`config.mk`:
```
export PLATFORM = sky130hd
export DESIGN_NAME = alu_instr_sequencer
export DESIGN_NICKNAME = d
export VERILOG_FILES = /design/src/rtl/alu_instr_sequencer.sv
export SDC_FILE = /design/constraint.sdc
export NUM_CORES = 1
export LEC_CHECK = 0
export BUFFER_PORTS_ARGS = -buffer_cell sky130_fd_sc_hd__buf_2
export CORE_MARGIN = 10
export CORE_UTILIZATION = 43
export DETAILED_ROUTE_END_ITERATION = 8
export PLACE_DENSITY = 0.8
export SLEW_MARGIN = 20
export SYNTH_ARGS = -nofsm -noshare
export SYNTH_HDL_FRONTEND = slang
export SYNTH_SLANG_ARGS = --single-unit
```
`constraint.sdc`:
```
create_clock -name Clock -period 2.08 [get_ports Clock]
set_clock_uncertainty 0.05 [all_clocks]
set_input_delay 0.208 -clock Clock [delete_from_list [all_inputs] [get_ports Clock]]
set_output_delay 0.208 -clock Clock [all_outputs]
set_load 0.01 [all_outputs]
```
`src/rtl/alu_instr_sequencer.sv`:
```
// Fetch/execute control sequencer for three-register ALU instructions (op Ra, Rb, Rc).
// One instruction per Start request; strobes are decoded from the state register.
module alu_instr_sequencer #(
  parameter int DATA_W   = 32,
  parameter int NUM_REGS = 16,
  parameter int WAIT_MAX = 8,
  parameter int CNT_W    = 16
) (
  input  logic                Clock,
  input  logic                Reset,
  input  logic                Start,
  input  logic                Mem_ready,
  input  logic [DATA_W-1:0]   IR,
  output logic                PCout,
  output logic                Zlowout,
  output logic                MDRout,
  output logic                MARin,
  output logic                Zin,
  output logic                PCin,
  output logic                MDRin,
  output logic                IRin,
  output logic                Yin,
  output logic                IncPC,
  output logic                Read,
  output logic [NUM_REGS-1:0] Rout,
  output logic [NUM_REGS-1:0] Rin,
  output logic [4:0]          AluOp,
  output logic                Busy,
  output logic                Done,
  output logic                Illegal,
  output logic                Error,
  output logic [CNT_W-1:0]    InstrCount
);

  localparam int WCNT_W = (WAIT_MAX > 1) ? $clog2(WAIT_MAX) : 1;
  localparam logic [WCNT_W-1:0] WAIT_LAST = WCNT_W'(WAIT_MAX - 1);

  typedef enum logic [3:0] {
    S_IDLE, S_T0, S_T1, S_T2, S_T3, S_T4, S_T5, S_FIN, S_BAD, S_ABORT
  } state_t;

  state_t            r_state;
  state_t            w_next;
  logic [WCNT_W-1:0] r_wait;
  logic [CNT_W-1:0]  r_count;

  logic [4:0] w_opcode;
  logic [3:0] w_ra, w_rb, w_rc;
  logic       w_op_ok, w_idx_ok, w_legal;
  logic       w_unused_ir;

  assign w_opcode    = IR[31:27];
  assign w_ra        = IR[26:23];
  assign w_rb        = IR[22:19];
  assign w_rc        = IR[18:15];
  assign w_unused_ir = ^IR;

  assign w_op_ok  = (w_opcode >= 5'd3) && (w_opcode <= 5'd10);
  assign w_idx_ok = ({1'b0, w_ra} < 5'(NUM_REGS)) &&
                    ({1'b0, w_rb} < 5'(NUM_REGS)) &&
                    ({1'b0, w_rc} < 5'(NUM_REGS));
  assign w_legal  = w_op_ok && w_idx_ok;

  // NOTE: state registers use non-blocking assignments so every flop samples pre-edge values.
  always_ff @(posedge Clock) begin
    if (Reset) begin
      r_state <= S_IDLE;
      r_wait  <= '0;
      r_count <= '0;
    end else begin
      r_state <= w_next;
      if (r_state == S_T0)
        r_wait <= '0;
      else if (r_state == S_T1 && !Mem_ready)
        r_wait <= r_wait + WCNT_W'(1);
      if (r_state == S_FIN)
        r_count <= r_count + CNT_W'(1);
    end
  end

  // NOTE: every output gets a default before the case so no path can infer a latch.
  always_comb begin
    w_next  = r_state;
    PCout   = 1'b0;
    Zlowout = 1'b0;
    MDRout  = 1'b0;
    MARin   = 1'b0;
    Zin     = 1'b0;
    PCin    = 1'b0;
    MDRin   = 1'b0;
    IRin    = 1'b0;
    Yin     = 1'b0;
    IncPC   = 1'b0;
    Read    = 1'b0;
    Rout    = '0;
    Rin     = '0;
    AluOp   = '0;
    Done    = 1'b0;
    Illegal = 1'b0;
    Error   = 1'b0;
    case (r_state)
      S_IDLE: if (Start) w_next = S_T0;
      S_T0: begin
        PCout  = 1'b1;
        MARin  = 1'b1;
        IncPC  = 1'b1;
        Zin    = 1'b1;
        w_next = S_T1;
      end
      S_T1: begin
        Read  = 1'b1;
        MDRin = 1'b1;
        // PC is written back only once, however long the memory stalls.
        if (r_wait == '0) begin
          Zlowout = 1'b1;
          PCin    = 1'b1;
        end
        if (Mem_ready)               w_next = S_T2;
        else if (r_wait == WAIT_LAST) w_next = S_ABORT;
      end
      S_T2: begin
        MDRout = 1'b1;
        IRin   = 1'b1;
        w_next = S_T3;
      end
      S_T3: begin
        if (!w_legal) begin
          w_next = S_BAD;
        end else begin
          Rout   = NUM_REGS'(1) << w_rb;
          Yin    = 1'b1;
          w_next = S_T4;
        end
      end
      S_T4: begin
        Rout   = NUM_REGS'(1) << w_rc;
        Zin    = 1'b1;
        AluOp  = w_opcode;
        w_next = S_T5;
      end
      S_T5: begin
        Zlowout = 1'b1;
        Rin     = NUM_REGS'(1) << w_ra;
        w_next  = S_FIN;
      end
      S_FIN: begin
        Done   = 1'b1;
        w_next = S_IDLE;
      end
      S_BAD: begin
        Illegal = 1'b1;
        w_next  = S_IDLE;
      end
      S_ABORT: begin
        Error  = 1'b1;
        w_next = S_IDLE;
      end
      default: w_next = S_IDLE;
    endcase
  end

  assign Busy       = (r_state != S_IDLE);
  assign InstrCount = r_count;

endmodule

```
==> flow_metrics.py, run 1 <==
metrics = {
    "power": {
        "finalPower_w": 0.000943,
        "ir_drop_mv": 0.328,
        "powerDensity_mw_per_mm2": 417,
        "p_leak_nw": 1.07,
    },
    "outcome": {
        "status": "completed",
    },
    "setup_path": {
        "r2r_cells": 5,
        "worstPathMaxFanout": 11,
        "arrival_ns": 1.77,
        "crit_path_start_kind": "flop",
        "crit_required_ns": 1.82,
        "end_kind": "output pin",
        "r2r_slack_ns": 0.23,
        "criticalPathCategory": "flop to output pin",
        "crit-reg2reg-launch": "InstrCount[1]$_SDFFE_PP0P_",
        "r2r_end": "InstrCount[14]$_SDFFE_PP0P_",
    },
    "drt": {
        "drt-met1-wl_mm": 2.09,
        "wirelength_mm": 5.23,
        "maxUsedRoutingLayer": "met4",
        "drc": 0,
        "wl_met3_um": 759,
        "first_pass_iters": 4,
        "dr_wl_met2_mm": 2.34,
        "vias_per_cell": 5.37,
        "drtIter0Drc": 104,
        "vias": 1897,
        "ant_nets": 0,
        "route.detailed.wl_per_inst_um": 14.8,
    },
    "clocking": {
        "cts_hold_buf": 0,
        "insertion_delay_ns": 0.26,
        "cts.clk_slew.worst_paths_ns": 0.08,
        "clock_path_buffers": 2,
        "h-tree-depth": 1,
        "clock_sinks": 23,
        "cts-buffers-inserted": 3,
        "cts_root_buf": "clkbuf_8",
        "tritoncts": "yes",
    },
    "grt": {
        "overflow": 0,
        "track_usage_pct": 13.6,
        "grt_max_degree": 22,
        "grt_pass1_wl_mm": 7.70,
        "antenna_found_initial": 0,
        "grt_pass1_vias": 1726,
    },
    "sta": {
        "tns_ns": 0,
        "setup_violations": 0,
        "slew_violations": 0,
        "fmax_mhz": 494,
        "fin_crit_sh_pct": 97.4,
        "period_needed_ns": 2.03,
        "grt_setup_unrepaired": "true",
        "tightest_slew_ns": 0.432,
        "slew_headroom_pct": 71.1,
        "worst_slack_ns": 0.0544,
        "hold_violations": 0,
    },
    "logic_synthesis": {
        "synth_cells": 216,
        "yosysTopAreaCellShare_pct": 27.4,
        "ys_types": 46,
        "yosysWarnings": 0,
        "avgSynthCellArea_um2": 7.79,
        "yosys.area.top_type": "dfxtp_1",
        "synthFlopType": "dfxtp_1",
        "synth-seq-cells": 23,
        "synth_area_leaders": "dfxtp_1, nor2_1, o22ai_1",
        "syn_nets": 256,
        "synth_edf_count": 0,
        "ys_async_sr_fraction_pct": 0,
        "syn_area_mm2": 0.00168,
        "ys_seq_area_share_pct": 27.4,
    },
    "final_layout": {
        "fin_area_mm2": 0.00226,
        "fin_util_pct": 60.8,
        "layout_commonest_cell": "buf_2",
        "n_fill_cell": 345,
        "drive_above_1_share_pct": 38.0,
        "final_cell_mix": "buf_2, nor2_1, dfxtp_1, o22ai_1, nor3_1",
        "antenna_cells": 0,
        "nets": 346,
        "area_growth_pct": 34.3,
    },
    "placed_design": {
        "place_congestion": 0.943,
        "dpl-instance-area_mm2": 0.00217,
        "dp_hpwl_mm": 4.27,
        "numPortBuffers": 88,
        "dp_slack_ns": 0.137,
    },
    "die": {
        "fp.dieH_um": 82.6,
        "die_area_mm2": 0.00682,
        "fp.dieW_um": 82.6,
        "io-pin-count": 104,
        "start_util_pct": 45.3,
        "fp.coreArea_mm2": 0.00372,
        "rows": 22,
    },
    "worst_hold_path": {
        "hold_path_startpoint": "Mem_ready",
        "hp-class": "primary input to flop",
        "min_to": "r_state[3]$_SDFFE_PP0P_",
        "whs_path_depth": 4,
    },
    "run": {
        "maxCapViolCount": 0,
    },
}
area by class of cell:
cell class | count | area [um^2] | area share (%)
timing repair buffer | 95 | 493 | 21.8
sequential | 23 | 472 | 20.9
multi-input combinational | 175 | 1160 | 51.3
clock buffer | 4 | 45.0 | 1.99
tap | 48 | 60.1 | 2.66
inverter | 8 | 31.3 | 1.38
synth_stat cells (2+ instances only):
cell type,n
nor2b_1,6
nand3b_1,4
dfxtp_1,23
and3_1,5
ha_1,4
buf_2,2
inv_1,7
nor2_1,33
xor2_1,4
xnor2_1,8
buf_1,2
nor3_1,11
nand4_1,4
nand3_1,9
or2_2,2
nand2_1,9
a21oi_1,8
or3_1,5
mux2i_1,3
mux2_2,2
and2_1,5
o22ai_1,12
buf_4,4
nand4b_1,3
nand2b_1,11
or4_1,3
o21ai_0,7
o32ai_1,2
stage by stage:
step / cells / hold slack (ns)
after floorplan: 216 / 0.350
after global placement: 349 / 0.417
after detailed placement: 349 / 0.435
after CTS: 353 / 0.236
after global routing: 353 / 0.260
final: 353 / 0.242
logic make-up (layout without fill, tap and decap cells):
kind of cell | count (synthesis) | after routing | synth area share [%]
xor gates and xnor gates | 12 | 12 | 6.25
adders and majority gates | 4 | 4 | 2.97
and+or+nand+nor | 119 | 119 | 41.8
DFF | 23 | 23 | 27.4
AOI/OAI and AO/OA | 35 | 35 | 12.9
muxes | 5 | 5 | 3.12
buffers and inverters | 18 | 107 | 5.58
power breakdown:
| group | switching [W] | total (W) | internal (W) |
|---|---|---|---|
| clock | 0.000134 | 0.000271 | 0.000137 |
| sequential | 0.0000236 | 0.000473 | 0.000449 |
| combinational | 0.000114 | 0.000200 | 0.0000853 |
how the worst max path moves through the flow:
stage	cells after the start	end	slack [ns]	startpoint
3_5_place_dp	5	Rout[8]	0.14	r_state[0]$_SDFFE_PP0P_
2_1_floorplan	4	Rout[15]	0.26	r_state[2]$_SDFFE_PP0P_
4_1_cts	5	Rout[7]	0.01	r_state[2]$_SDFFE_PP0P_
3_3_place_gp	5	Rout[8]	0.19	r_state[0]$_SDFFE_PP0P_
5_1_grt	5	Rout[5]	-0.03	r_state[2]$_SDFFE_PP0P_
6_report	5	Rout[8]	0.05	r_state[1]$_SDFFE_PP0P_
what timing repair did:
item                                    4_1_cts  5_1_grt
endpoints found under the setup margin        8       13
resized for setup                             7        6
pin swaps                                     0        1
setup buffers                                 0        0
flip-flops by register name (all words and copies together) (netlist names):
| signal | flops |
|---|---|
| InstrCount | 16 |
| r_state | 4 |
| r_wait | 3 |
critical path, cell delays in order, from the launching register on:
cell	delay [ns]
dfxtp_4	0.40
and4bb_4	0.36
nand3b_1	0.18
or3_1	0.34
o21ai_0	0.07
buf_2	0.16
layer usage:
metal	vias up	track usage, %
li1	954	-
met1	853	16.2
met2	84	22.5
met3	6	4.43
met4	0	4.35
met5	-	0
(Power assumes the default switching activity.)
==> run 2: changes to the inputs <==
CTS_CLUSTER_DIAMETER = 120   (was not set)
GPL_TIMING_DRIVEN = 0   (was not set)
PLACE_DENSITY = 0.84   (was 0.8)
==> run 2 against run 1 <==
Core utilization increased by 2.2 points. Register-to-register slack about the same. Non-clock buffer count rose by 6. Total power rose by 3.4%. Sequential share of layout area fell by 0.93 points. First-iteration DRC count up 75%. Global-route usage up 1.8 points. Combinational power grew 17%. Maximum frequency down 0.53%. Largest power group unchanged.
==> flow_metrics.py, run 2 (same netlist as run 1, synthesis figures left out) <==
metrics = {
    "clocking": {
        "h-tree-depth": 1,
        "tritoncts": "yes",
        "clock_path_buffers": 2,
        "cts-buffers-inserted": 3,
        "cts.clk_slew.worst_paths_ns": 0.08,
        "cts_root_buf": "clkbuf_8",
        "clock_sinks": 23,
        "insertion_delay_ns": 0.26,
    },
    "drt": {
        "drc": 0,
        "route.detailed.wl_per_inst_um": 14.9,
        "ant_nets": 0,
        "vias_per_cell": 5.44,
        "vias": 1952,
        "first_pass_iters": 4,
        "drtIter0Drc": 182,
        "wirelength_mm": 5.36,
    },
    "final_layout": {
        "final_cell_mix": "buf_2, nor2_1, dfxtp_1, nor3_1, o22ai_1",
        "largest_reg_flops": 16,
        "area_growth_pct": 39.1,
        "layout_commonest_cell": "buf_2",
        "n_fill_cell": 350,
        "fin_area_mm2": 0.00234,
        "nets": 352,
        "antenna_cells": 0,
        "drive_above_1_share_pct": 41.2,
    },
    "grt": {
        "antenna_found_initial": 0,
        "global_route.usage.met1_pct": 16.5,
        "grt_pass1_vias": 1879,
        "overflow": 0,
        "busiest_layer": "met2",
        "grt_pass1_wl_mm": 8.58,
        "use_met3_pct": 3.89,
        "track_usage_pct": 15.4,
        "grt_max_degree": 14,
        "use_met2_pct": 29.0,
    },
    "sta": {
        "tns_ns": 0,
        "tightest_slew_ns": 0.491,
        "hold_ws_ns": 0.228,
        "grt_setup_unrepaired": "true",
        "fmax_mhz": 491,
        "slew_headroom_pct": 67.3,
        "period_needed_ns": 2.04,
        "hold_violations": 0,
        "setup_violations": 0,
        "fin_crit_sh_pct": 97.9,
        "slew_violations": 0,
    },
    "outcome": {
        "status": "completed",
    },
    "placed_design": {
        "place_congestion": 0.843,
        "dp_hpwl_mm": 4.33,
        "numPortBuffers": 88,
        "dpl-instance-area_mm2": 0.00218,
    },
    "worst_hold_path": {
        "hp-class": "primary input to flop",
        "whs_path_depth": 3,
        "min_to": "r_state[2]$_SDFFE_PP0P_",
        "hold_path_startpoint": "Reset",
    },
    "run": {
        "maxCapViolCount": 0,
    },
    "die": {
        "io-pin-count": 104,
        "rows": 22,
        "fp.dieW_um": 82.6,
        "start_util_pct": 45.3,
        "fp.coreArea_mm2": 0.00372,
        "die_area_mm2": 0.00682,
        "fp.dieH_um": 82.6,
    },
    "setup_path": {
        "crit_required_ns": 1.82,
        "arrival_ns": 1.78,
        "r2r_end": "InstrCount[12]$_SDFFE_PP0P_",
        "worstPathMaxFanout": 4,
        "r2r_cells": 5,
        "crit-reg2reg-launch": "InstrCount[0]$_SDFFE_PP0P_",
        "r2r_slack_ns": 0.22,
        "criticalPathCategory": "flop to output pin",
        "end_kind": "output pin",
        "crit_path_start_kind": "flop",
    },
    "power": {
        "powerDensity_mw_per_mm2": 417,
        "ir_drop_mv": 0.498,
        "p_leak_nw": 1.10,
    },
}
==> run 2: cell type report <==
class | count | area, um^2 | share of cell area [%]
Buffer | 9 | 63.8 | 2.73
Multi-Input combinational cell | 175 | 1200 | 51.4
Timing Repair Buffer | 92 | 470 | 20.1
Tap cell | 48 | 60.1 | 2.57
Inverter | 8 | 31.3 | 1.34
Clock inverter | 1 | 5.00 | 0.214
Sequential cell | 23 | 467 | 19.9
Clock buffer | 3 | 41.3 | 1.76
==> run 2: layer usage <==
layer	vias up	share of wire (%)
li1	967	-
met1	894	39
met2	81	50
met3	10	10
met4	0	1.7
met5	-	0
==> run 2: critical path: stages (launching register included) <==
cell and delay, ns:
dfxtp_2 0.34, nand2b_4 0.16, nor3_4 0.19, or4b_4 0.52
o22ai_1 0.14, buf_2 0.15
==> run 2: where the power goes <==
part | total (W) | switching, W | internal (W)
combinational | 0.000235 | 0.000134 | 0.000102
clock | 0.000278 | 0.000144 | 0.000134
sequential | 0.000462 | 0.0000145 | 0.000448
==> run 2: how the worst max path moves through the flow <==
stage | startpoint | endpoint | slack, ns
6_report | r_state[3]$_SDFFE_PP0P_ | Rout[5] | 0.04
5_1_grt | r_state[3]$_SDFFE_PP0P_ | Rout[7] | -0.02
4_1_cts | r_state[3]$_SDFFE_PP0P_ | Rout[15] | 0.001
3_5_place_dp | r_state[2]$_SDFFE_PP0P_ | Rout[15] | 0.04
3_3_place_gp | r_state[2]$_SDFFE_PP0P_ | Rout[5] | 0.05
2_1_floorplan | r_state[2]$_SDFFE_PP0P_ | Rout[15] | 0.26
==> run 2: repair_timing <==
| action | 4_1_cts | 5_1_grt |
|---|---|---|
| gates resized for setup | 14 | 10 |
| endpoints found under the setup margin | 17 | 22 |
| pin swaps | 2 | 1 |
| buffers inserted | 3 | 1 |
| hold buffers | 0 | 0 |
| hold endpoints to repair | 0 | 0 |
==> run 2: stage by stage <==
stage | util [%] | power [W] | instances | setup WS (ns)
floorplan | - | 0.000600 | 216 | 0.257
detailed placement | 58.8 | 0.000690 | 352 | 0.0427
global route | 63.0 | 0.00104 | 359 | -0.0197
CTS | 61.9 | 0.000982 | 359 | 0.00103
global placement | 58.8 | 0.000683 | 352 | 0.0477
finish | 63.0 | 0.000975 | 359 | 0.0436
==> run 3: changes to the inputs <==
clock period = 2.1 ns   (was 2.08 ns; I/O delays follow)
==> run 3 against run 2 <==
Die area unchanged. Clock power is essentially flat. Register-to-register slack gained 0.05 ns. Critical path type unchanged. Largest cell class unchanged. Largest power group unchanged. Highest routed layer unchanged.
==> flow_metrics.py, run 3 (same netlist as run 1, synthesis figures left out) <==
metrics = {
    "outcome": {
        "status": "completed",
    },
    "die": {
        "start_util_pct": 45.3,
        "die_area_mm2": 0.00682,
        "fp.dieH_um": 82.6,
        "rows": 22,
        "fp.dieW_um": 82.6,
        "io-pin-count": 104,
        "fp.coreArea_mm2": 0.00372,
    },
    "worst_hold_path": {
        "hp-class": "primary input to flop",
    },
    "placed_design": {
        "dp_hpwl_mm": 4.33,
        "numPortBuffers": 88,
        "place_congestion": 0.843,
    },
    "final_layout": {
        "final_cell_mix": "buf_2, nor2_1, dfxtp_1, o22ai_1, nor3_1",
        "fin_util_pct": 62.7,
        "largest_reg_flops": 16,
        "area_growth_pct": 38.4,
        "layout_commonest_cell": "buf_2",
        "drive_above_1_share_pct": 40.2,
        "antenna_cells": 0,
        "nets": 352,
    },
    "sta": {
        "fmax_mhz": 489,
        "hold_violations": 0,
        "tns_ns": 0,
        "setup_violations": 0,
        "slew_headroom_pct": 67.7,
        "grt_setup_unrepaired": "true",
        "slew_violations": 0,
        "period_needed_ns": 2.04,
        "fin_crit_sh_pct": 97.3,
        "tightest_slew_ns": 0.485,
    },
    "grt": {
        "grt_pass1_vias": 1883,
        "track_usage_pct": 15.2,
        "overflow": 0,
        "grt_max_degree": 14,
        "grt_pass1_wl_mm": 8.51,
        "antenna_found_initial": 0,
    },
    "setup_path": {
        "crit_path_start_kind": "flop",
        "crit_required_ns": 1.84,
        "critPathMaxStageDelay_ns": 0.51,
        "path_delay_family": "simple AND/OR/NAND/NOR gates",
        "arrival_ns": 1.78,
        "path_cells": "nand2b_4 -> nor3_4 -> or4b_4 -> o22ai_1 -> buf_2",
        "worstPathMaxFanout": 5,
        "slowest_stage": "or4b_4",
        "criticalPathCategory": "flop to output pin",
        "end_kind": "output pin",
        "path_buf_inv": 1,
    },
    "power": {
        "ir_drop_mv": 0.494,
        "p_leak_nw": 1.10,
        "powerDensity_mw_per_mm2": 415,
    },
    "drt": {
        "vias_per_cell": 5.43,
        "dr_wl_met2_mm": 2.65,
        "drtIter0Drc": 125,
        "route.detailed.wl_per_inst_um": 14.9,
        "first_pass_iters": 4,
        "ant_nets": 0,
        "maxUsedRoutingLayer": "met4",
        "drc": 0,
        "vias": 1949,
        "drt-met1-wl_mm": 2.07,
        "wirelength_mm": 5.34,
        "wl_met3_um": 544,
    },
    "clocking": {
        "cts-buffers-inserted": 3,
        "h-tree-depth": 1,
        "tritoncts": "yes",
        "cts_root_buf": "clkbuf_8",
        "clock_sinks": 23,
        "insertion_delay_ns": 0.27,
        "cts.clk_slew.worst_paths_ns": 0.09,
        "clock_path_buffers": 2,
        "cts_hold_buf": 0,
    },
    "run": {
        "maxCapViolCount": 0,
    },
}
## run 3: cell counts in the layout (fill, tap and decap cells not counted)
Identical to the previous run, type by type.
## run 3: stage by stage
step / setup slack, ns / total power, W / cells / instance area (um^2) / hold slack, ns
6_report: 0.0562 / 0.000967 / 359 / 2330 / 0.231
5_1_grt: -0.00891 / 0.00102 / 359 / 2330 / 0.251
4_1_cts: 0.0190 / 0.000972 / 358 / 2290 / 0.230
3_5_place_dp: 0.0607 / 0.000683 / 352 / 2180 / 0.448
3_3_place_gp: 0.0657 / 0.000676 / 352 / 2180 / 0.421
2_1_floorplan: 0.275 / 0.000595 / 216 / 1680 / 0.352
## run 3: path summary, 6_finish.rpt
| kind | startpoint | end | slack (ns) | cells after the start |
|---|---|---|---|---|
| worst max-delay path | r_state[2]$_SDFFE_PP0P_ | Rout[5] | 0.06 | 5 |
| worst min-delay path | Reset | r_state[2]$_SDFFE_PP0P_ | 0.23 | 3 |
| worst max register to register | InstrCount[0]$_SDFFE_PP0P_ | InstrCount[12]$_SDFFE_PP0P_ | 0.27 | 5 |
| worst min register to register | InstrCount[15]$_SDFFE_PP0P_ | InstrCount[15]$_SDFFE_PP0P_ | 0.46 | 2 |
## run 3: what timing repair did
| action | in CTS | in global routing |
|---|---|---|
| cloned | 0 | 0 |
| resized for setup | 14 | 8 |
| setup endpoints to repair | 12 | 17 |
| pin swaps | 1 | 3 |
| setup buffers | 2 | 2 |
## run 3: worst min-delay path, stage by stage
cell	delay (ns)
buf_2	0.10
a311o_1	0.14
a211oi_1	0.05
## run 3: routing by layer
metal | vias up | global-route usage, %
li1 | 971 | -
met1 | 895 | 16.2
met2 | 73 | 28.8
met3 | 10 | 3.89
met4 | 0 | 4.18
met5 | - | 0
## run 3: area by class of cell
type	count	area, um^2
fillers	350	1390
multi-input cells	175	1190
repair buffers	92	470
flip-flops and latches	23	467
plain buffers	9	63.8
well taps	48	60.1
clock buffers	3	41.3
inverters	8	31.3
clock inverters	1	5.00
## run 3: power breakdown
part / total [W] / internal, W / leakage (nW) / switching, W
sequential: 0.000459 / 0.000443 / 0.187 / 0.0000152
combinational: 0.000231 / 0.000100 / 0.888 / 0.000131
clock: 0.000278 / 0.000132 / 0.0255 / 0.000145
